==> config.mk <==
export PLATFORM = sky130hd
export DESIGN_NAME = apb_master_arbiter
export DESIGN_NICKNAME = d
export VERILOG_FILES = /design/src/rtl/apb_arb_pkg.sv /design/src/rtl/apb_rr_arb.sv /design/src/rtl/apb_master_arbiter.sv
export SDC_FILE = /design/constraint.sdc
export NUM_CORES = 1
export LEC_CHECK = 0
export CAP_MARGIN = 15
export CORE_AREA = 2 2 133 135
export DETAILED_ROUTE_END_ITERATION = 10
export DIE_AREA = 0 0 135 137
export PLACE_DENSITY = 0.7
export SLEW_MARGIN = 20
export SYNTH_ARGS = -nofsm -noshare
export SYNTH_HDL_FRONTEND = slang
export SYNTH_SLANG_ARGS = --single-unit
==> constraint.sdc <==
create_clock -name pclk -period 4 [get_ports pclk]
set_input_delay 0.8 -clock pclk [delete_from_list [all_inputs] [get_ports pclk]]
set_output_delay 0.8 -clock pclk [all_outputs]
set_load 0.01 [all_outputs]
==> src/rtl/apb_arb_pkg.sv <==
// Shared types and default widths for the APB master arbiter.
package apb_arb_pkg;

    typedef enum logic [1:0] {
        IDLE   = 2'd0,
        SETUP  = 2'd1,
        ACCESS = 2'd2
    } apb_arb_state_e;

    localparam int APB_AW     = 12;
    localparam int APB_DW     = 32;
    localparam int APB_PROT_W = 3;

endpackage

==> src/rtl/apb_rr_arb.sv <==
// Combinational round-robin grant: the first requester after last_gnt wins.
module apb_rr_arb
    import apb_arb_pkg::*;
#(
    parameter  int NUM_REQ = 4,
    localparam int IW      = (NUM_REQ > 1) ? $clog2(NUM_REQ) : 1
) (
    input  logic [NUM_REQ-1:0] req,
    input  logic [IW-1:0]      last_gnt,
    output logic [NUM_REQ-1:0] gnt,
    output logic [IW-1:0]      gnt_idx,
    output logic               gnt_valid
);

    logic [IW-1:0] cand;

    // Scan from farthest to nearest so the requester closest after last_gnt wins.
    always_comb begin
        // NOTE: every signal written here gets a default first, so no path infers a latch.
        gnt       = '0;
        gnt_idx   = '0;
        gnt_valid = 1'b0;
        cand      = '0;
        for (int i = NUM_REQ; i >= 1; i--) begin
            cand = IW'((int'(last_gnt) + i) % NUM_REQ);
            if (req[cand]) begin
                gnt       = '0;
                gnt[cand] = 1'b1;
                gnt_idx   = cand;
                gnt_valid = 1'b1;
            end
        end
    end

endmodule

==> src/rtl/apb_master_arbiter.sv <==
// Shares one APB4 master port between NUM_REQ requesters with round-robin
// arbitration, SETUP/ACCESS sequencing, response return and pready timeout.
module apb_master_arbiter
    import apb_arb_pkg::*;
#(
    parameter int NUM_REQ = 4,
    parameter int AW      = APB_AW,
    parameter int DW      = APB_DW,
    parameter int TIMEOUT = 255
) (
    input  logic                           pclk,
    input  logic                           rst,
    input  logic [NUM_REQ-1:0]             req_valid,
    output logic [NUM_REQ-1:0]             req_ready,
    input  logic [NUM_REQ*AW-1:0]          req_addr,
    input  logic [NUM_REQ-1:0]             req_write,
    input  logic [NUM_REQ*DW-1:0]          req_wdata,
    input  logic [NUM_REQ*DW/8-1:0]        req_strb,
    input  logic [NUM_REQ*APB_PROT_W-1:0]  req_prot,
    output logic [NUM_REQ-1:0]             rsp_valid,
    output logic [DW-1:0]                  rsp_rdata,
    output logic                           rsp_err,
    output logic [AW-1:0]                  paddr,
    output logic                           pwrite,
    output logic                           psel,
    output logic                           penable,
    output logic [DW-1:0]                  pwdata,
    output logic [DW/8-1:0]                pstrb,
    output logic [APB_PROT_W-1:0]          pprot,
    input  logic [DW-1:0]                  prdata,
    input  logic                           pready,
    input  logic                           pslverr,
    output logic                           busy
);

    localparam int IW = (NUM_REQ > 1) ? $clog2(NUM_REQ) : 1;
    localparam int SW = DW / 8;
    localparam int CW = (TIMEOUT > 0) ? $clog2(TIMEOUT + 1) : 1;
    localparam logic [CW-1:0] CNT_LAST = (TIMEOUT > 0) ? CW'(TIMEOUT - 1) : '0;

    apb_arb_state_e state_q, state_d;
    logic [IW-1:0]      last_gnt_q;
    logic [CW-1:0]      cnt_q;
    logic [NUM_REQ-1:0] arb_gnt;
    logic [IW-1:0]      arb_idx;
    logic               arb_valid;
    logic               xfer_done;
    logic               xfer_tmo;
    logic               grant_en;

    apb_rr_arb #(.NUM_REQ(NUM_REQ)) u_arb (
        .req       (req_valid),
        .last_gnt  (last_gnt_q),
        .gnt       (arb_gnt),
        .gnt_idx   (arb_idx),
        .gnt_valid (arb_valid)
    );

    // Completion, timeout abort, and when a new grant may be issued.
    assign xfer_done = (state_q == ACCESS) && pready;
    assign xfer_tmo  = (state_q == ACCESS) && !pready && (TIMEOUT != 0) && (cnt_q == CNT_LAST);
    assign grant_en  = arb_valid && !rst && ((state_q == IDLE) || xfer_done);
    assign req_ready = grant_en ? arb_gnt : '0;
    assign busy      = psel;

    // State register and round-robin pointer.
    always_ff @(posedge pclk or posedge rst) begin
        // NOTE: sequential state uses non-blocking assignments so every flop samples pre-edge values.
        if (rst) begin
            state_q    <= IDLE;
            last_gnt_q <= IW'(NUM_REQ - 1);
        end else begin
            state_q <= state_d;
            if (grant_en) last_gnt_q <= arb_idx;
        end
    end

    // Next-state and APB phase decode.
    always_comb begin
        state_d = state_q;
        psel    = 1'b0;
        penable = 1'b0;
        case (state_q)
            IDLE: begin
                if (grant_en) state_d = SETUP;
            end
            SETUP: begin
                psel    = 1'b1;
                state_d = ACCESS;
            end
            ACCESS: begin
                psel    = 1'b1;
                penable = 1'b1;
                if (xfer_done)     state_d = grant_en ? SETUP : IDLE;
                else if (xfer_tmo) state_d = IDLE;
            end
            default: state_d = IDLE;
        endcase
    end

    // Capture the winner's fields; reads carry zero data and strobes.
    always_ff @(posedge pclk or posedge rst) begin
        if (rst) begin
            paddr  <= '0;
            pwrite <= 1'b0;
            pwdata <= '0;
            pstrb  <= '0;
            pprot  <= '0;
        end else if (grant_en) begin
            paddr  <= req_addr[arb_idx*AW +: AW];
            pwrite <= req_write[arb_idx];
            pwdata <= req_write[arb_idx] ? req_wdata[arb_idx*DW +: DW] : '0;
            pstrb  <= req_write[arb_idx] ? req_strb[arb_idx*SW +: SW] : '0;
            pprot  <= req_prot[arb_idx*APB_PROT_W +: APB_PROT_W];
        end
    end

    // Wait-state counter: cleared on SETUP entry, saturates instead of wrapping.
    always_ff @(posedge pclk or posedge rst) begin
        if (rst) begin
            cnt_q <= '0;
        end else if (grant_en) begin
            cnt_q <= '0;
        end else if ((state_q == ACCESS) && !pready && !(&cnt_q)) begin
            cnt_q <= cnt_q + 1'b1;
        end
    end

    // One-cycle response pulse to the requester whose transfer just ended.
    always_ff @(posedge pclk or posedge rst) begin
        if (rst) begin
            rsp_valid <= '0;
            rsp_rdata <= '0;
            rsp_err   <= 1'b0;
        end else begin
            rsp_valid <= '0;
            if (xfer_done || xfer_tmo) begin
                rsp_valid <= NUM_REQ'(1) << last_gnt_q;
                rsp_err   <= xfer_tmo ? 1'b1 : pslverr;
                rsp_rdata <= (xfer_done && !pwrite) ? prdata : '0;
            end
        end
    end

endmodule

# --- Yosys cells after proc, flatten, opt, wreduce, memory -nomap -nowiden ---
# Index checks and enable logic that the tools add are counted.
op_classes:
  reduce_logical: 22
  muxes: 45
  order_cmp: 9
  mul: 2
  n_eq_ne: 5
  n_addsub: 5
  shift: 5
op_table:
  columns: ["cell", "n"]
  rows:
  - ["128-bit by 8-bit indexed part select with 32-bit output", 1]
  - ["32-bit 2-to-1 mux", 2]
  - ["48-bit by 7-bit indexed part select with 12-bit output", 1]
  - ["4-bit 2-to-1 mux", 7]
  - ["1-bit 2-to-1 mux", 17]
  - ["8-bit 2-to-1 mux", 2]
  - ["16-bit by 5-bit indexed part select with 4-bit output", 1]
  - ["2-bit by 3-bit < comparator with 1-bit output, second input constant", 5]
  - ["2-bit 2-to-1 mux", 7]
  - ["12-bit by 5-bit indexed part select with 3-bit output", 1]
  - ["1-bit logical AND", 11]
  - ["1-bit binary-select mux with 2-bit select", 5]
  - ["8-bit by 1-bit adder with 8-bit output, second input constant", 1]
  - ["1-bit demux with 2-bit select", 4]
  - ["8-bit == test, second input constant", 1]
  - ["2-bit by 1-bit >= comparator with 1-bit output, second input constant", 4]
  - ["2-bit by 2-bit multiplier with 4-bit output, second input constant", 2]
  - ["8-bit AND reduction", 1]
  - ["2-bit case mux with 3 select lines", 1]
  - ["2-bit by 1-bit adder with 2-bit output, second input constant", 2]
  - ["2-bit adder, second input constant", 2]
  - ["1-bit zero test", 4]
  - ["1-bit by 2-bit left shift with 4-bit output, first input constant", 1]
  - ["3-bit inequality test, second input constant", 1]
  - ["other kinds (8)", 9]
totals:
  inputBits: 248
  register_bits: 101
  elab_cells: 104

# --- Depth between registers and ports, before layout ---
logic_depth:
  ltp_word: 12
  mapped_depth: 12
  depth_no_buf: 8

# --- By module ---
# A second synthesis with hierarchy kept.
hier_totals:
  cells_unflattened: 531
  hier_area_um2: 6243.5
modules_own_cells:
  columns: ["mod", "area_per_inst_um2", "seq_area_each_um2", "n_inst", "cells_per_inst"]
  rows:
  - ["apb_master_arbiter", 5704.2, 2529.9, 1, 462]
  - ["apb_rr_arb", 539.3, 0.0, 1, 69]

# --- Worst setup path before layout ---
# OpenSTA, ideal clock, no wires.
synth_timing:
  kind: "reg2out"
  start: "register last_gnt_q[0]"
  end: "output port req_ready[0]"
  path_stages_with_launch: 11
  t_required_ns: 3.200
  slack_ns: 0.567
  arrival_time_ns: 2.633
  path_cell_list: "dfstp_2 -> buf_6 -> clkinv_1 -> ha_1 -> clkbuf_1 -> mux2i_1 -> mux2i_1 -> nor2b_1 -> a221oi_1 -> a211o_1 -> a21oi_1"
synth_between:
  elab_chain_len: 10
synth_rtl:
  columns: ["item", "line", "text"]
  rows:
  - ["from (decl)", "apb_master_arbiter.sv:42", "logic [IW-1:0] last_gnt_q;"]
  - ["from (signal assigned)", "apb_master_arbiter.sv:71", "last_gnt_q <= IW'(NUM_REQ - 1);"]
  - ["from (signal assigned)", "apb_master_arbiter.sv:74", "if (grant_en) last_gnt_q <= arb_idx;"]
  - ["2-bit by 1-bit adder with 2-bit output", "apb_rr_arb.sv:25", "cand = IW'((int'(last_gnt) + i) % NUM_REQ);"]
  - ["2-bit by 3-bit < comparator with 1-bit output (implied by the code), or another cell as far along", "apb_rr_arb.sv:28", "gnt[cand] = 1'b1;"]
  - ["1-bit logical AND (implied by the code) / 1-bit 2-to-1 mux (equally long branches)", "apb_rr_arb.sv:28, apb_rr_arb.sv:26", null]
  - ["1-bit 2-to-1 mux (on tied branches)", "apb_rr_arb.sv:28, apb_rr_arb.sv:26", null]
  - ["1-bit demux with 2-bit select / 1-bit 2-to-1 mux (equally long branches)", null, null]
  - ["4-bit 2-to-1 mux / 1-bit 2-to-1 mux (equally long branches) (2 in a row)", "apb_rr_arb.sv:26", "if (req[cand]) begin"]
  - ["4-bit 2-to-1 mux / 1-bit logical AND (equally long branches) (2 in a row)", "apb_rr_arb.sv:26, apb_master_arbiter.sv:62", null]
  - ["4-bit 2-to-1 mux *", "apb_master_arbiter.sv:63", "assign req_ready = grant_en ? arb_gnt : '0;"]
  - ["to (decl)", "apb_master_arbiter.sv:14", "output logic [NUM_REQ-1:0] req_ready,"]
# Mark *: on every way between the ends. The rest lies on a longest branch, timed or not. The select of a mux whose other input is x is not followed.

# --- Final worst setup path ---
layout_timing:
  start: "input port req_valid[3]"
  end: "output port req_ready[3]"
layout_between:
  elab_chain_len: 9
layout_rtl:
  columns: ["item", "line", "text"]
  rows:
  - ["from (decl)", "apb_master_arbiter.sv:13", "input logic [NUM_REQ-1:0] req_valid,"]
  - ["1-bit binary-select mux with 2-bit select", "apb_rr_arb.sv:26", null]
  - ["1-bit 2-to-1 mux (implied by the code)", "apb_rr_arb.sv:26", null]
  - ["1-bit 2-to-1 mux (4 in a row)", "apb_rr_arb.sv:26", null]
  - ["1-bit logical AND (2 in a row)", "apb_master_arbiter.sv:62", "assign grant_en = arb_valid && !rst && ((state_q == IDLE) || xfer_done);"]
  - ["4-bit 2-to-1 mux *", "apb_master_arbiter.sv:63", null]
# Marks and branches as above.

==> results.ini <==
[setup_path]
cpPeakStageDelay_ns=0.51
cpMaxStageDelayCell=sky130_fd_sc_hd__clkdlybuf4s50_1
crit_family=buffers and inverters
crit_chain=clkdlybuf4s50_1 -> mux4_2 -> nor2b_2 -> a221oi_1 -> a211o_1 -> a21oi_1 -> clkdlybuf4s50_1
cp-start-kind=input pin
cp-end-kind=output port
cp_num_buf_inv=2
reg_to_reg_startpoint=last_gnt_q[0]$_DFFE_PP1P_
worst_setup_path_startpoint=req_valid[3]
critPathMostFrequentCell=sky130_fd_sc_hd__clkdlybuf4s50_1
worstPathRequired_ns=3.20
category_of_the_most_critical_setup_path=in -> out
timing.critical_path.arrival_ns=3.06
timing.critical_path.fanout_max=7

[hold_path]
holdCritStartpoint=pprot[0]$_DFFE_PP0P_
hold_path_class=reg -> reg

[sta]
timing.final.setup_violations=0
max-slew-margin-rel_pct=50.0
timing.final.ws_setup_ns=0.143
final.period_utilization_pct=96.4
slew_viol_final=0
worst_clock_skew_ns=0.0140
max_frequency_mhz=259
worst-slew-pin-transition_ns=0.750
hold_viol=0
timing.final.crit_period_ns=3.86

[grt]
grt_start_max_net_pins=103
global_route_wire_length_before_repair_mm=31.9
global_route.overflow_total=0
first_global_vias=5688
groute.usage.overall_pct=22.1
antenna_violations_before_repair=0

[drt]
route.final.wire_length_mm=21.0
viasPerCell=5.19
dr_total_vias=5878
drt_pass1_iterations=4
antenna_violating_nets_post_route=0
residual_drc=0
wire_per_inst_um=18.5
drt_iter0_markers=353

[clocking]
clock_sink_count=101
cts_tree=built
clock_insertion_delay_worst_skew_ns=0.36
clkSlewWorstSetupHoldPaths_ns=0.07
post_cts.repair.setup_buffers=0
cts.root.buffer_cell=sky130_fd_sc_hd__clkbuf_16
cts_repair_resize_count=2
number_of_buffers_created_by_cts=9
cts_buffer_depth=2
cts.htree.levels=3
cts_hold_buf=0

[pwr]
power-per-cell-area_nw_per_um2=677
ir_worst_vdd_v=0.000501
power.static_leakage_uw=0.00415

[floorplan]
core_area_um2=17100
fp.dieArea_um2=18500
die-width_um=135
std_cell_rows=48
fp.dieH_um=137
initial_utilization_pct=33.1
io-pin-count=344

[cells_and_area]
num_antenna_cells=0
cell_area_after_layout_um2=9630
fin_cells=1133
layout.nets=1165
syn_to_final_growth_pct=70.6
drive_above_1_share_pct=5.40
n_fill_cell=1526

[synth]
synthesis.area_um2=5650
synth.area.top_cells=sky130_fd_sc_hd__dfrtp_1 (44%), sky130_fd_sc_hd__a22o_1 (11%), sky130_fd_sc_hd__a21oi_1 (7.2%)
synth.largest_area_cell=sky130_fd_sc_hd__dfrtp_1
synth.lib_cells_used.distinct=43
ys_seq_area_share_pct=44.8
syn-instance-count=581
ys_ff_latch=101
synth.net_count=843
ys_warn_count=0
post_synth.cell_area_avg_um2=9.72
post-synth-top-area-fraction_pct=43.9

[place]
globalplace.congestion=0.805
place.port_buffers=343
placed_cells_incl_taps=1117
post_dp_cell_area_um2=9310
place_hpwl_mm=15.5
place_worst_setup_slack_ns=0.160

[run]
maxCapViolations=0

[outcome]
status=complete, no violations

through the flow:
step,TNS (ns),utilization [%],hold WS [ns],power [uW]
after floorplan,0,-,0.497,4010
after global placement,0,54.6,0.470,5610
after detailed placement,0,54.6,0.479,5630
after CTS,0,56.4,0.504,6590
after global routing,-0.0108,56.5,0.520,7010
final,0,56.5,0.502,6520
cell usage after synthesis:
master and count:
sky130_fd_sc_hd__o221ai_1 15, sky130_fd_sc_hd__buf_4 4, sky130_fd_sc_hd__nand2b_1 1, sky130_fd_sc_hd__a211o_1 4
sky130_fd_sc_hd__o21ai_1 3, sky130_fd_sc_hd__a21oi_1 81, sky130_fd_sc_hd__nor2_1 19, sky130_fd_sc_hd__a211oi_1 1
sky130_fd_sc_hd__o32a_1 1, sky130_fd_sc_hd__xor2_1 5, sky130_fd_sc_hd__a221oi_1 4, sky130_fd_sc_hd__a21boi_1 1
sky130_fd_sc_hd__clkinv_1 1, sky130_fd_sc_hd__nor2b_1 2, sky130_fd_sc_hd__a41oi_1 1, sky130_fd_sc_hd__ha_1 14
sky130_fd_sc_hd__o22a_1 1, sky130_fd_sc_hd__nand3_1 3, sky130_fd_sc_hd__nand4_1 1, sky130_fd_sc_hd__buf_6 6
sky130_fd_sc_hd__xnor2_1 2, sky130_fd_sc_hd__or3_4 1, sky130_fd_sc_hd__nand2_1 99, sky130_fd_sc_hd__and4_1 2
sky130_fd_sc_hd__a22oi_1 36, sky130_fd_sc_hd__buf_1 3, sky130_fd_sc_hd__dfstp_2 2, sky130_fd_sc_hd__a311oi_1 1
sky130_fd_sc_hd__mux4_2 3, sky130_fd_sc_hd__and3_1 2, sky130_fd_sc_hd__buf_2 14, sky130_fd_sc_hd__o31ai_1 1
sky130_fd_sc_hd__a22o_1 68, sky130_fd_sc_hd__and2_1 2, sky130_fd_sc_hd__dfrtp_1 99, sky130_fd_sc_hd__mux2i_1 35
sky130_fd_sc_hd__nand3_2 1, sky130_fd_sc_hd__o31a_1 1, sky130_fd_sc_hd__mux2_1 2, sky130_fd_sc_hd__a21o_1 1
sky130_fd_sc_hd__clkbuf_1 22, sky130_fd_sc_hd__inv_1 13, sky130_fd_sc_hd__o21ai_0 3
layout by cell type, fill, tap and decap left out, types with 3 or more instances in the layout:
cell type / instances
sky130_fd_sc_hd__buf_12: 3
sky130_fd_sc_hd__mux2i_1: 35
sky130_fd_sc_hd__inv_1: 12
sky130_fd_sc_hd__nand3_1: 3
sky130_fd_sc_hd__mux4_2: 3
sky130_fd_sc_hd__dfrtp_1: 99
sky130_fd_sc_hd__nor2_1: 18
sky130_fd_sc_hd__clkbuf_16: 9
sky130_fd_sc_hd__a22o_1: 68
sky130_fd_sc_hd__nand2_1: 99
sky130_fd_sc_hd__xor2_1: 5
sky130_fd_sc_hd__inv_6: 3
sky130_fd_sc_hd__buf_4: 14
sky130_fd_sc_hd__a22oi_1: 36
sky130_fd_sc_hd__o221ai_1: 15
sky130_fd_sc_hd__ha_1: 13
sky130_fd_sc_hd__a221oi_1: 4
sky130_fd_sc_hd__a211o_1: 4
sky130_fd_sc_hd__clkdlybuf4s50_1: 342
sky130_fd_sc_hd__a21oi_1: 81
registers in the layout (all words and copies together), names as in the netlist, 3 cells and up:
signal and flops:
pwdata 32, rsp_rdata 32, paddr 12, cnt_q 8
pstrb 4, rsp_valid 4, pprot 3
final timing paths:
check	depth (start not counted)	slack [ns]	endpoint
setup / recovery	7	0.14	req_ready[3]
hold / removal	2	0.50	pprot[0]$_DFFE_PP0P_
setup reg to reg	8	0.84	pwdata[19]$_DFFE_PP0P_
hold reg to reg	2	0.50	pprot[0]$_DFFE_PP0P_
max in group asynchronous	3	2.31	pwdata[20]$_DFFE_PP0P_
min in group asynchronous	2	1.00	rsp_err$_DFFE_PP0P_
power breakdown:
group / internal (uW) / total [uW] / switching (uW)
Clock: 446 / 895 / 449
Combinational: 1980 / 4020 / 2030
Sequential: 1400 / 1610 / 212
area by class of cell:
class	instances	area, um2	area share, %
tap	225	282	2.92
clock buffer	9	225	2.34
inverter	14	55.1	0.572
multi-input combinational	417	2860	29.7
sequential	101	2530	26.3
timing repair buffer	360	3600	37.4
clock inverter	7	78.8	0.819
worst min-delay path, delay by kind of cell (launching register included):
family / cells / cell delay, ns
AO/OA/AOI/OAI: 1 / 0.06
flip-flops: 1 / 0.35
AND/OR/NAND/NOR: 1 / 0.06
cell families after synthesis:
| kind of cell | share of synthesized area (%) |
|---|---|
| buffers and inverters | 5.56 |
| AO/OA/AOI/OAI | 27.9 |
| AND/OR/NAND/NOR | 9.69 |
| multiplexers | 7.80 |
| flip-flops | 44.8 |
| XOR/XNOR | 1.09 |
| adder cells (fa/ha/maj) | 3.10 |
per-layer routing:
layer / vias up / GRT usage [%] / share of wire, %
li1: 2788 / - / -
met5: - / 0 / 0
met4: 0 / 7.06 / 2.0
met3: 26 / 5.15 / 6.8
met2: 234 / 37.8 / 50
met1: 2830 / 27.8 / 41
Note: power is estimated with default switching activity, not from simulation.
